[src/rtl/exp_compare_swap.sv]
// exp_compare_swap
// ----------------
// Front end of a binary32 adder: unpacks two operands, decides which one has
// the larger magnitude, swaps them so the larger one comes out on the "large"
// side, and reports the exponent difference used to right-shift the smaller
// mantissa. Two pipeline stages with valid/ready flow control.
//
// Optional feature (macro EXP_DIFF_SAT_EN): when defined, o_diff_value is
// clamped to SIZE_DATA-1 because any larger shift empties the mantissa anyway.
// When undefined, the raw 8-bit difference is passed through.
//
// Ports
//   i_clk, i_rst_n      clock, asynchronous active-low reset
//   i_operand_a/b       binary32 operands
//   i_valid / o_ready   input handshake
//   o_valid / i_ready   output handshake
//   o_exp_max           larger effective exponent
//   o_diff_value        exponent difference (large - small), SIZE_SHIFT bits
//   o_mant_large        mantissa of the larger operand
//   o_mant_small        mantissa of the smaller operand (still unshifted)
//   o_sign_large/small  signs of the larger / smaller operand
//   o_swap              1 when B is the larger operand
//   o_special           1 when either operand has exponent 0xFF
`timescale 1ns/1ps

module exp_compare_swap #(
    parameter int SIZE_SHIFT = 8,
    parameter int SIZE_DATA  = 28
) (
    input  logic                  i_clk,
    input  logic                  i_rst_n,
    input  logic [31:0]           i_operand_a,
    input  logic [31:0]           i_operand_b,
    input  logic                  i_valid,
    output logic                  o_ready,
    output logic                  o_valid,
    input  logic                  i_ready,
    output logic [7:0]            o_exp_max,
    output logic [SIZE_SHIFT-1:0] o_diff_value,
    output logic [SIZE_DATA-1:0]  o_mant_large,
    output logic [SIZE_DATA-1:0]  o_mant_small,
    output logic                  o_sign_large,
    output logic                  o_sign_small,
    output logic                  o_swap,
    output logic                  o_special
);

    // Handshake: a stage transfers when its valid and its ready are both high
    // on a rising edge; otherwise it holds data and valid. Ready never looks
    // at the upstream valid, so there is no i_valid -> o_ready path.

    // ---------------- unpack and compare (feeds stage 1) ----------------
    logic [7:0]           exp_a_raw, exp_b_raw;
    logic                 hid_a, hid_b;
    logic [7:0]           eff_a, eff_b;
    logic [31:0]          key_a, key_b;
    logic                 swap_in;
    logic                 special_in;
    logic [SIZE_DATA-1:0] mant_a_in, mant_b_in;

    always_comb begin
        exp_a_raw  = i_operand_a[30:23];
        exp_b_raw  = i_operand_b[30:23];
        hid_a      = |exp_a_raw;
        hid_b      = |exp_b_raw;
        // Denormals behave as exponent 1 without the hidden bit.
        eff_a      = hid_a ? exp_a_raw : 8'd1;
        eff_b      = hid_b ? exp_b_raw : 8'd1;
        key_a      = {eff_a, hid_a, i_operand_a[22:0]};
        key_b      = {eff_b, hid_b, i_operand_b[22:0]};
        // Strict compare: a full tie keeps A on the large side.
        swap_in    = key_b > key_a;
        special_in = (&exp_a_raw) | (&exp_b_raw);
        mant_a_in  = SIZE_DATA'({1'b0, hid_a, i_operand_a[22:0], 3'b000});
        mant_b_in  = SIZE_DATA'({1'b0, hid_b, i_operand_b[22:0], 3'b000});
    end

    // ---------------- flow control ----------------
    logic v1, v2;
    logic run;       // low during reset and until the first edge after it
    logic advance2;

    always_comb begin
        advance2 = !v2 || i_ready;
        o_ready  = run && (!v1 || advance2);
        o_valid  = v2;
    end

    always_ff @(posedge i_clk or negedge i_rst_n) begin
        if (!i_rst_n) run <= 1'b0;
        else          run <= 1'b1;
    end

    // ---------------- stage 1 ----------------
    logic [7:0]           s1_exp_a, s1_exp_b;
    logic [SIZE_DATA-1:0] s1_mant_a, s1_mant_b;
    logic                 s1_sign_a, s1_sign_b, s1_swap, s1_special;

    always_ff @(posedge i_clk or negedge i_rst_n) begin
        if (!i_rst_n) begin
            v1         <= 1'b0;
            s1_exp_a   <= '0;
            s1_exp_b   <= '0;
            s1_mant_a  <= '0;
            s1_mant_b  <= '0;
            s1_sign_a  <= 1'b0;
            s1_sign_b  <= 1'b0;
            s1_swap    <= 1'b0;
            s1_special <= 1'b0;
        end else if (o_ready) begin
            v1 <= i_valid;
            if (i_valid) begin
                s1_exp_a   <= eff_a;
                s1_exp_b   <= eff_b;
                s1_mant_a  <= mant_a_in;
                s1_mant_b  <= mant_b_in;
                s1_sign_a  <= i_operand_a[31];
                s1_sign_b  <= i_operand_b[31];
                s1_swap    <= swap_in;
                s1_special <= special_in;
            end
        end
    end

    // ---------------- swap and difference (feeds stage 2) ----------------
    logic [7:0]            exp_large, exp_small, diff_raw, diff_sel;
    logic [SIZE_SHIFT-1:0] diff_in;

`ifdef EXP_DIFF_SAT_EN
    localparam logic [7:0] DIFF_SAT = 8'(SIZE_DATA - 1);
`endif

    always_comb begin
        exp_large = s1_swap ? s1_exp_b : s1_exp_a;
        exp_small = s1_swap ? s1_exp_a : s1_exp_b;
        // The larger key always has the larger-or-equal exponent, so this
        // subtraction cannot wrap.
        diff_raw  = exp_large - exp_small;
`ifdef EXP_DIFF_SAT_EN
        diff_sel  = (diff_raw >= DIFF_SAT) ? DIFF_SAT : diff_raw;
`else
        diff_sel  = diff_raw;
`endif
        diff_in   = SIZE_SHIFT'(diff_sel);
    end

    // ---------------- stage 2 (output registers) ----------------
    always_ff @(posedge i_clk or negedge i_rst_n) begin
        if (!i_rst_n) begin
            v2           <= 1'b0;
            o_exp_max    <= '0;
            o_diff_value <= '0;
            o_mant_large <= '0;
            o_mant_small <= '0;
            o_sign_large <= 1'b0;
            o_sign_small <= 1'b0;
            o_swap       <= 1'b0;
            o_special    <= 1'b0;
        end else if (advance2) begin
            v2 <= v1;
            if (v1) begin
                o_exp_max    <= exp_large;
                o_diff_value <= diff_in;
                o_mant_large <= s1_swap ? s1_mant_b : s1_mant_a;
                o_mant_small <= s1_swap ? s1_mant_a : s1_mant_b;
                o_sign_large <= s1_swap ? s1_sign_b : s1_sign_a;
                o_sign_small <= s1_swap ? s1_sign_a : s1_sign_b;
                o_swap       <= s1_swap;
                o_special    <= s1_special;
            end
        end
    end

endmodule

[config.mk]
export PLATFORM = sky130hd
export DESIGN_NAME = exp_compare_swap
export DESIGN_NICKNAME = d
export VERILOG_FILES = /design/src/rtl/exp_compare_swap.sv
export SDC_FILE = /design/constraint.sdc
export NUM_CORES = 1
export LEC_CHECK = 0
export CORE_MARGIN = 2
export CORE_UTILIZATION = 50
export DETAILED_ROUTE_END_ITERATION = 7
export HOLD_SLACK_MARGIN = 0.12
export PLACE_DENSITY = 0.83
export SYNTH_ARGS = -nofsm -noshare
export SYNTH_HDL_FRONTEND = slang
export SYNTH_SLANG_ARGS = --single-unit
[constraint.sdc]
create_clock -name i_clk -period 5.67 [get_ports i_clk]
set_input_delay 0.8505 -clock i_clk [delete_from_list [all_inputs] [get_ports i_clk]]
set_output_delay 0.8505 -clock i_clk [all_outputs]
set_load 0.005 [all_outputs]
; ---- After elaboration in Yosys (flattened, before gate mapping)
; Cells that the tools add are included.
; Widths: inputs -> output; s select.
[totals]
word_cells = 41
out_inout_bits = 78
reg_bits = 147
inputBits = 68
[classes]
n_mux = 8
bitwise = 1
n_reduce_logical = 11
order_cmp = 1
n_addsub = 1
[op_table]
columns = op, count
row1 = $mux 27, 2
row2 = $gt 32x32->1, 1
row3 = $mux 8, 4
row4 = $reduce_and 8->1, 2
row5 = $reduce_or 8->1, 2
row6 = $sub 8x8->8, 1
row7 = $reduce_and 2->1, 2
row8 = $logic_not 1->1, 2
row9 = $logic_or 1x1->1, 2
row10 = $mux 1, 2
row11 = $logic_and 1x1->1, 1
row12 = $or 1x1->1, 1

; ---- Logic depth before layout (Yosys ltp)
; Gate-level depths: netlist (run 1).
[logic_depth]
depth_word = 5
ltp_mapped = 10
ltp_nobuf = 10

; ---- Least setup slack after synthesis (run 1)
; Ideal clock, no wire load.
[synth_path]
path_type = in2reg
from = input i_operand_a[24]
to = register s1_swap
path_stages = 9
slack_ps = 3020
required_time_ps = 5536
t_arrival_ps = 2516
path_buffers = 0
setup_ps = 134
path_cell_list = or4_1 -> nor2_2 -> nor2_1 -> ha_1 -> nand4_1 -> nor4_1 -> nand3_1 -> o21ai_1 -> a21oi_1
[synth_via]
elab_chain_len = 3
[synth_lines]
columns = item, line_no
row1 = start: declaration, 32  ; input logic [31:0] i_operand_a,
row2 = $reduce_or 8->1, 64  ; hid_a = |exp_a_raw;
row3 = $mux 8, 67  ; eff_a = hid_a ? exp_a_raw : 8'd1;
row4 = $gt 32x32->1 *, 72  ; swap_in = key_b > key_a;
row5 = end signal: assignment, 119  ; s1_swap <= swap_in;
row6 = end: declaration, 97  ; logic s1_sign_a, s1_sign_b, s1_swap, s1_special;
; Mark *: on every way between the ends. The rest lies on a longest branch, timed or not.
; A chain may end at the register's enable or synchronous reset.

; ---- Worst setup path in the final report (run 1)
[layout_path]
from = register s1_swap
to = register o_diff_value[6]
[layout_via]
elab_chain_len = 2
[layout_lines]
columns = item, line_no
row1 = "$mux 8, on equally long branches", "134, 135"
row2 = $sub 8x8->8 *, 138  ; diff_raw = exp_large - exp_small;
row3 = end signal: assignment, 163  ; o_diff_value <= diff_in;
row4 = end: declaration, 39  ; output logic [SIZE_SHIFT-1:0] o_diff_value,
; Marks and branches as above.

==> impl_results.md, run 1 <==
- Synth Area in Simple Gates: 0.0781
- CTS clk-pin slew, worst paths: 60 ps
- Clk sink count: 139
- Area grow syn2layout: 28.1%
- Global Route Usage Sum: 0.223
- Hold buffers post-CTS: 0
- Avg Synthesized Cell Area: 11.6 um^2
- Post-DRT Antenna Nets: 0
- Hold WC Path Type: input pin to async pin
- Htree depth: 4
- Finish-stage setup viols: 0
- CP Capture Point: o_diff_value[6]$_DFFE_PN0P_
- Worst Setup SP: s1_swap$_DFFE_PN0P_
- Gpl congestion: 0.953
- Pre-CTS setup slack: 2260 ps
- RR Endpoint: o_diff_value[6]$_DFFE_PN0P_
- Share of cells above drive strength 1: 0.152
- Worst-Margin Slew: 1140 ps
- CP Data Required Time: 5960 ps
- Worst Path Arrival: 3500 ps
- XOR/XNOR share of the synthesized area: 0.00606
- Max Fclk: 311 MHz
- Hold WS: 420 ps
- Seq/Total Area, Yosys: 0.482
- Post-route setup TNS: 0 ps
- Number of port buffers: 137
- WL/cell: 17.5 um
- Reg2reg setup slack: 2450 ps
- Final-report hold violation count: 0
- Post-synth ARST share: 1.00
- Max-cap violations: 0
- Starting density of the core: 0.516
- CTS Buf Count: 17
- Post-synth top flop: dfrtp_1
- Leakage power total: 4.30 nW
- RSZ-0062 raised after global routing: false
- Synth cell types: 45
- DR vias/cell: 5.37
- YS warnings: 0
- TritonRoute pass-1 iters: 4
- Post-route DRC: 0
- N_diodes: 0
- Setup CP Type: register to register
- IO Pins: 146
- Critical path launch point type: register
- DP Wirelength: 11.5 mm
- EDFF count, synth: 0
- CTS tree: yes
- Number of fill cells: 1078
- Largest net degree at the start of global routing: 73
- Setup bufs post-CTS: 0
- Chip Height: 124 um
- Synthesized netlist cell count: 622
- Adder-Cell Fraction of Synth Area: 0.0704
- Slew Limit Fails: 0
- R2R cell count: 8
- Slew HR: 0.237
- Core area: 14000 um^2
- CTS Root Cell: clkbuf_16
- Row cnt: 43
- Worst R2R Start: s1_swap$_DFFE_PN0P_
- Final setup skew: 7.49 ps
- Area of the mapped netlist: 7220 um^2
- Run status: complete, no violations
- Vias in the first global route: 5224
- Die width: 124 um
- Pwr dens: 446 nW/um^2
- Initial antenna violation count: 0
- Critical path endpoint category: register
- Largest family of logic cells by synthesized area: multiplexers
- Minimum clock period: 3220 ps
- Worst skew pair latency: 420 ps
- Vias post-DR: 5029
- Final cycle utilization of the critical path: 0.567
- Seq cells post-synth: 139
- First-pass GRT wire length: 26.2 mm
- CTS resizes: 0
- Setup WS post-layout: 2450 ps
- Synth Area in Compound Gates: 0.0769
- Grt ovf: 0
- Drt total wl: 16.4 mm
- Multiplexer area fraction after synthesis: 0.228
- Max clock buf depth: 2
- Peak supply drop: 0.195 mV
- CP Max Fanout: 67
- Nets@finish: 852
- Iteration-0 DRC Markers: 270
- Die area: 15400 um^2
metal layers:
layer,vias up,routed length [um],global-route usage
li1,2418,-,-
met1,2460,7030,0.281
met2,121,8240,0.369
met3,30,770,0.0517
met4,0,342,0.0934
met5,-,0,0
how the worst min path moves through the flow:
| stage | slack [ps] | to |
|---|---|---|
| after global placement | 460 | o_mant_small[21]$_DFFE_PN0P_ |
| after CTS | 450 | s1_exp_a[7]$_DFFE_PN0P_ |
| final | 420 | s1_exp_a[4]$_DFFE_PN0P_ |
| after floorplan | 470 | o_diff_value[4]$_DFFE_PN0P_ |
| after global routing | 460 | s1_exp_a[4]$_DFFE_PN0P_ |
| after detailed placement | 470 | o_mant_small[19]$_DFFE_PN0P_ |
stage by stage:
step / area (um^2) / util / power [mW] / std cells
after floorplan: 7250 / - / 2.22 / 629
after global placement: 8600 / 0.615 / 2.85 / 905
after detailed placement: 8600 / 0.615 / 2.91 / 905
after CTS: 9250 / 0.661 / 4.16 / 937
after global routing: 9250 / 0.661 / 4.37 / 937
final: 9250 / 0.661 / 4.12 / 937
kinds of logic (layout without fill, tap and decap cells):
logic type | Yosys count | after routing
AND/OR/NAND/NOR | 120 | 120
XOR/XNOR | 5 | 5
flip-flops | 139 | 139
multiplexers | 136 | 136
adder cells (fa/ha/maj) | 40 | 40
other | 2 | 9
buffers and inverters | 80 | 208
AO/OA/AOI/OAI | 100 | 100
state kept, by name, indices dropped and copies added (netlist names), 8 cells and up:
register,cells
s1_exp_b,8
o_mant_large,24
o_mant_small,24
o_diff_value,8
s1_mant_a,24
o_exp_max,8
s1_exp_a,8
s1_mant_b,24
where the power goes:
part | switching (mW) | internal, mW | leakage, nW
Clock | 0.417 | 0.803 | 0.309
Sequential | 0.264 | 1.31 | 1.66
Combinational | 0.512 | 0.818 | 2.34
cells in the final DEF, fill, tap and decap left out, types with 3 or more instances in the layout:
cell type | synthesis | final
conb_1 | 2 | 9
nand4_1 | 13 | 13
nor3_1 | 3 | 3
mux2i_1 | 59 | 59
nor2b_1 | 3 | 3
a211oi_1 | 4 | 4
mux2_1 | 3 | 3
nand2_1 | 65 | 65
mux2_4 | 50 | 50
bufinv_16 | 0 | 5
a21oi_1 | 15 | 15
nand2b_1 | 4 | 4
inv_1 | 36 | 36
buf_4 | 14 | 3
nor2_1 | 9 | 9
nand3_1 | 6 | 6
a21o_1 | 3 | 3
clkbuf_16 | 0 | 17
ha_1 | 39 | 39
dfrtp_1 | 139 | 138
o21ai_0 | 57 | 57
o21ai_1 | 10 | 10
clkdlybuf4s50_1 | 0 | 136
xnor2_1 | 4 | 4
nor4_1 | 4 | 4
clkinvlp_4 | 0 | 3
mux2_2 | 24 | 24
cell usage after synthesis (2+ instances only):
library cell  number  area [um^2]
nand3_1            6         30.0
nor4_1             4         25.0
and2_1             2         12.5
mux2i_1           59          591
buf_6              8         90.1
mux2_2            24          270
conb_1             2         7.51
o21ai_0           57          285
buf_2              4         20.0
o31ai_1            2         15.0
or4_1              2         15.0
nand2b_1           4         25.0
clkbuf_1          18         67.6
mux2_1             3         33.8
o211ai_1           2         15.0
xnor2_1            4         35.0
a211oi_1           4         30.0
a21oi_1           15         75.1
mux2_4            50          751
dfrtp_1          139         3480
ha_1              39          488
nand3b_1           2         15.0
nor2_1             9         33.8
a21o_1             3         22.5
nand2_1           65          244
a31oi_1            2         12.5
inv_1             36          135
nor2b_1            3         18.8
o21ai_1           10         50.1
buf_4             14          105
nor3b_1            2         15.0
nor3_1             3         15.0
nand4_1           13         81.3
critical path, cell delays in order (launching register included):
cell	delay, ps
dfrtp_4	1190
mux2_2	430
ha_1	210
fa_1	420
nor2b_1	130
o21ai_1	80
a21boi_1	350
or4_1	170
nand3_1	70
final cells by class:
class	count	area, um^2	area share
Clock buffer	21	460	0.0498
Clock inverter	11	191	0.0207
Inverter	36	135	0.0146
Multi-Input combinational cell	410	3360	0.363
Sequential cell	139	3480	0.376
Tap cell	180	225	0.0243
Timing Repair Buffer	140	1400	0.151
Power figures use the tool's default switching activity.
==> run 2: changes to the inputs <==
clock period = 3.25 ns   (was 5.67 ns; I/O delays follow)
==> run 2 against run 1 <==
Against the previous run:
- combinational power increased by 79%
- critical path type unchanged
- critical endpoint unchanged
- cell count up 0.64%
- maximum frequency is 20% higher
- setup slack got worse by 1900 ps
- via count grew 1.8%
- clock skew about the same
- largest cell class unchanged
- clock-buffer cell count grew 1
==> impl_results.md, run 2 (synthesized netlist as in run 1, its figures left out) <==
- Max-cap violations: 0 (unchanged)
- Worst-Margin Slew: 707 ps (-438 ps)
- Number of port buffers: 137 (unchanged)
- N_diodes: 0 (unchanged)
- Critical path launch point type: register
- Nets@finish: 858 (+0.70%)
- CP Max Fanout: 27 (-60%)
- Leakage power total: 4.34 nW (+0.78%)
- Grt ovf: 0 (unchanged)
- Most common cell after layout, fill and taps aside: dfrtp_1
- Hold WC Path Type: register to register
- DR vias/cell: 5.43 (+1.1%)
- Drt total wl: 16.4 mm (+0.18%)
- Post-route setup TNS: 0 ps (unchanged)
- Pwr dens: 762 nW/um^2 (+71%)
- WL/cell: 17.4 um (-0.45%)
- Chip Height: 124 um (unchanged)
- Share of cells above drive strength 1: 0.159 (+0.00667)
- CTS tree: yes
- Vias in the first global route: 5400 (+3.4%)
- Critical path endpoint category: register
- Post-route DRC: 0 (unchanged)
- Peak supply drop: 0.399 mV (+100%)
- Slew Limit Fails: 0 (unchanged)
- Number of fill cells: 1028 (-4.6%)
- Setup CP Type: register to register
- R2R cell count: 8 (unchanged)
- TritonRoute pass-1 iters: 4 (unchanged)
- Post-DRT Antenna Nets: 0 (unchanged)
- Area grow syn2layout: 28.9%
- CTS clk-pin slew, worst paths: 60 ps (about the same)
- RSZ-0062 raised after global routing: false
- Final-report hold violation count: 0 (unchanged)
- Clk sink count: 139 (unchanged)
- DP Wirelength: 11.9 mm (+4.0%)
- WHS Path Cells: 2
- Run status: complete, no violations
- Max clock buf depth: 2 (unchanged)
- Largest net degree at the start of global routing: 69 (-5.5%)
- Global Route Usage Sum: 0.224 (+0.00115)
- CTS resizes: 0 (unchanged)
- RR Endpoint: o_diff_value[6]$_DFFE_PN0P_
- Final cycle utilization of the critical path: 0.828 (+0.260)
- First-pass GRT wire length: 26.3 mm (+0.32%)
- Final core occ: 0.665 (+0.00394)
- Core area: 14000 um^2 (unchanged)
- Worst R2R Start: s1_swap$_DFFE_PN0P_
- IO Pins: 146 (unchanged)
- Most frequent cells in the layout: dfrtp_1, clkdlybuf4s50_1, nand2_1
- Iteration-0 DRC Markers: 266 (-1.5%)
- Min-Delay Endpoint: o_mant_large[22]$_DFFE_PN0P_
- Gpl congestion: 0.943 (-0.98%)
- Worst Path Arrival: 2980 ps (-520 ps)
- Die width: 124 um (unchanged)
- Vias post-DR: 5118 (+1.8%)
- Final setup skew: 7.02 ps (-0.468 ps)
- Max Fclk: 372 MHz (+20%)
- CP Data Required Time: 3540 ps (-2420 ps)
- Row cnt: 43 (unchanged)
- Starting density of the core: 0.516 (unchanged)
- Finish-stage setup viols: 0 (unchanged)
- CTS Buf Count: 17 (unchanged)
- Htree depth: 4 (unchanged)
- Initial antenna violation count: 0 (unchanged)
- CTS Root Cell: clkbuf_16
- Min-delay src: o_mant_large[22]$_DFFE_PN0P_
- Reg2reg setup slack: 560 ps (-1890 ps)
- Slew HR: 0.529 (+0.292)
- Die area: 15400 um^2 (unchanged)
- Worst skew pair latency: 410 ps (about the same)
- Minimum clock period: 2690 ps (-527 ps)
run 2: cell count changes in the layout (fill, tap and decap cells not counted):
| cell | before | now |
|---|---|---|
| buf_12 | 0 | 3 |
| buf_4 | 3 | 5 |
| bufinv_16 | 5 | 3 |
| clkbuf_8 | 2 | 4 |
| clkbuf_1 | 2 | 1 |
| clkinv_2 | 2 | 3 |
| clkinvlp_4 | 3 | 2 |
| dlygate4sd3_1 | 0 | 1 |
| inv_6 | 0 | 1 |
run 2: through the flow:
stage | cells | setup WS, ps | instance area, um^2 | total power, mW | hold WS (ps)
2_1_floorplan | 629 | 830 | 7250 | 3.87 | 192
3_3_place_gp | 910 | 355 | 8670 | 4.99 | 460
3_5_place_dp | 910 | 270 | 8670 | 5.11 | 471
4_1_cts | 943 | 602 | 9310 | 7.16 | 483
5_1_grt | 943 | 426 | 9310 | 7.52 | 498
6_report | 943 | 559 | 9310 | 7.09 | 477
run 2: final cells by class:
cell class,count,area (um^2),share of cell area
Inverter,36,135,0.0145
Multi-Input combinational cell,410,3360,0.361
Clock inverter,10,138,0.0148
Clock buffer,22,484,0.0520
Tap cell,180,225,0.0242
Timing Repair Buffer,146,1480,0.159
Sequential cell,139,3480,0.374
run 2: power by group:
| group | switching [mW] | internal, mW | total [mW] |
|---|---|---|---|
| combinational | 0.949 | 1.43 | 2.38 |
| clock | 0.721 | 1.29 | 2.01 |
| sequential | 0.416 | 2.29 | 2.70 |
run 2: worst max-delay path: stages, from the launching register on:
cell and delay [ps]:
dfrtp_4 720, mux2_2 400, ha_1 210, fa_1 410, nor2b_1 130, o21ai_1 80
a21boi_1 340, or4_1 180, nand3_1 70
run 2: metal layers:
layer  GRT usage  share of wire  vias to the layer above
met2       0.373           0.50                      124
met1       0.284           0.44                     2547
met3      0.0517          0.047                       22
met5           0              0                        -
li1            -              -                     2425
met4      0.0857          0.016                        0
run 2: how the worst max path moves through the flow:
stage,from,endpoint,slack [ps],cells past startpoint
2_1_floorplan,s1_swap$_DFFE_PN0P_,o_diff_value[6]$_DFFE_PN0P_,830,10
3_3_place_gp,i_operand_a[24],s1_swap$_DFFE_PN0P_,350,10
3_5_place_dp,i_operand_a[24],s1_swap$_DFFE_PN0P_,270,10
4_1_cts,s1_swap$_DFFE_PN0P_,o_diff_value[6]$_DFFE_PN0P_,600,8
5_1_grt,s1_swap$_DFFE_PN0P_,o_diff_value[6]$_DFFE_PN0P_,430,8
6_report,s1_swap$_DFFE_PN0P_,o_diff_value[6]$_DFFE_PN0P_,560,8
run 2: what timing repair did:
| action | 4_1_cts | 5_1_grt |
|---|---|---|
| hold endpoints to repair | 66 | 0 |
| hold buffers | 1 | 0 |
| buffers inserted | 0 | 0 |
==> run 3: changes to the inputs <==
clock period = 2.8 ns   (was 3.25 ns; I/O delays follow)
==> run 3 against run 2 <==
Against the previous run:
- die area unchanged
- register-to-register slack worse by 350 ps
- non-clock buffer count is 13 higher
- via count rose by 0.84%
- cell count up 1.3%
- total power increased by 18%
- worst hold slack hardly changed
- combinational power rose by 19%
==> impl_results.md, run 3 (synthesized netlist as in run 1, its figures left out) <==
- Run status: complete, no violations
- CTS Root Cell: clkbuf_16
- Critical path endpoint category: register
- DP Wirelength: 12.1 mm (+1.3%)
- Max clock buf depth: 2 (unchanged)
- CP Max Fanout: 19 (-30%)
- Nets@finish: 871 (+1.5%)
- Max-cap violations: 0 (unchanged)
- CTS clk-pin slew, worst paths: 60 ps (about the same)
- Global Route Usage Sum: 0.228 (+0.00354)
- Final setup skew: 4.89 ps (-2.14 ps)
- RSZ-0062 raised after global routing: false
- Largest net degree at the start of global routing: 57 (-17%)
- Setup bufs post-CTS: 0 (unchanged)
- Grt ovf: 0 (unchanged)
- Setup WS post-layout: 207 ps (-352 ps)
- TritonRoute pass-1 iters: 4 (unchanged)
- Vias post-DR: 5161 (+0.84%)
- Number of fill cells: 1070 (+4.1%)
- Area grow syn2layout: 30.6%
- Worst Path Arrival: 2880 ps (-100 ps)
- Most frequent cells in the layout: dfrtp_1, clkdlybuf4s50_1, nand2_1
- Pre-CTS setup slack: -67.1 ps (-337 ps)
- Max Fclk: 386 MHz (+3.8%)
- DR vias/cell: 5.40 (-0.43%)
- Slew HR: 0.443 (-0.0855)
- Clk sink count: 139 (unchanged)
- Post-route setup TNS: 0 ps (unchanged)
- Setup CP Type: register to register
- Chip Height: 124 um (unchanged)
- Finish-stage setup viols: 0 (unchanged)
- Peak supply drop: 0.411 mV (+3.0%)
- Leakage power total: 4.42 nW (+1.9%)
- Worst Setup SP: s1_swap$_DFFE_PN0P_
- Gpl congestion: 0.874 (-7.3%)
- Number of port buffers: 137 (unchanged)
- N_diodes: 0 (unchanged)
- Htree depth: 4 (unchanged)
- Iteration-0 DRC Markers: 324 (+22%)
- Critical path launch point type: register
- Slew Limit Fails: 0 (unchanged)
- IO Pins: 146 (unchanged)
- Die area: 15400 um^2 (unchanged)
- Initial antenna violation count: 0 (unchanged)
- WL/cell: 17.4 um (about the same)
- Row cnt: 43 (unchanged)
- CP Data Required Time: 3090 ps (-450 ps)
- Core area: 14000 um^2 (unchanged)
- Post-DRT Antenna Nets: 0 (unchanged)
- Starting density of the core: 0.516 (unchanged)
- Post-route DRC: 0 (unchanged)
- Die width: 124 um (unchanged)
- Final cycle utilization of the critical path: 0.926 (+0.0981)
- Worst skew pair latency: 410 ps (about the same)
- Worst-Margin Slew: 835 ps (+128 ps)
- Drt total wl: 16.6 mm (+1.3%)
- Hold WC Path Type: register to register
- Pwr dens: 890 nW/um^2 (+17%)
- Vias in the first global route: 5272 (-2.4%)
- Worst R2R Start: s1_swap$_DFFE_PN0P_
- Final Cell Area: 9430 um^2 (+1.3%)
- Register cell area after layout: 3480 um^2 (unchanged)
- CTS tree: yes
- CTS Buf Count: 17 (unchanged)
- Footprint of the multi-input gates: 3360 um^2 (unchanged)
- Share of cells above drive strength 1: 0.172 (+0.0130)
- Most common cell after layout, fill and taps aside: dfrtp_1
- Placed Area: 8770 um^2 (+1.1%)
- Final-report hold violation count: 0 (unchanged)
- Minimum clock period: 2590 ps (-97.9 ps)
- First-pass GRT wire length: 26.7 mm (+1.5%)
- Min-delay src: o_mant_large[17]$_DFFE_PN0P_
==> run 3: area by class of cell <==
cell class,instances,share of cell area
flip-flops and latches,139,0.369
multi-input cells,410,0.356
repair buffers,159,0.167
clock buffers,20,0.0484
well taps,180,0.0239
clock inverters,11,0.0203
inverters,36,0.0143
==> run 3: per-stage QoR <==
step / std cells / util / hold slack, ps / total power [mW]
2_1_floorplan: 629 / - / 124 / 4.50
3_3_place_gp: 923 / 0.627 / 419 / 5.80
3_5_place_dp: 923 / 0.627 / 422 / 5.95
4_1_cts: 955 / 0.674 / 482 / 8.46
5_1_grt: 955 / 0.674 / 500 / 8.87
6_report: 955 / 0.674 / 477 / 8.39
==> run 3: power by group <==
group          total [mW]  internal (mW)  switching (mW)
sequential           3.10           2.66           0.446
combinational        2.83           1.68            1.15
clock                2.46           1.62           0.837
total                8.39           5.96            2.43
==> run 3: critical path, stage by stage (launching register included) <==
cell      delay (ps)
dfrtp_4          620
mux2_2           380
ha_1             220
fa_1             400
nor2b_1          150
o21ai_1          100
a21boi_1         340
or4_1            190
nand3_1           70
==> run 3: layer usage <==
metal / GRT usage / share of wire
met1: 0.289 / 0.43
met2: 0.377 / 0.50
met3: 0.0513 / 0.055
met4: 0.0906 / 0.023
met5: 0 / 0
==> run 3: timing repair <==
item | 4_1_cts | 5_1_grt
endpoints found under the setup margin | 0 | 0
endpoints found under the hold margin | 54 | 0
hold buffers | 1 | 0
resized for setup | 0 | 0
==> run 3: final timing paths <==
check                                                to  slack (ps)  cells after the start
hold reg to reg            o_mant_large[17]$_DFFE_PN0P_         480                      2
hold / removal             o_mant_large[17]$_DFFE_PN0P_         480                      2
setup reg to reg            o_diff_value[6]$_DFFE_PN0P_         210                      8
max in group asynchronous  o_mant_small[23]$_DFFE_PN0P_        1390                      3
setup / recovery            o_diff_value[6]$_DFFE_PN0P_         210                      8
min in group asynchronous      o_exp_max[6]$_DFFE_PN0P_         540                      2
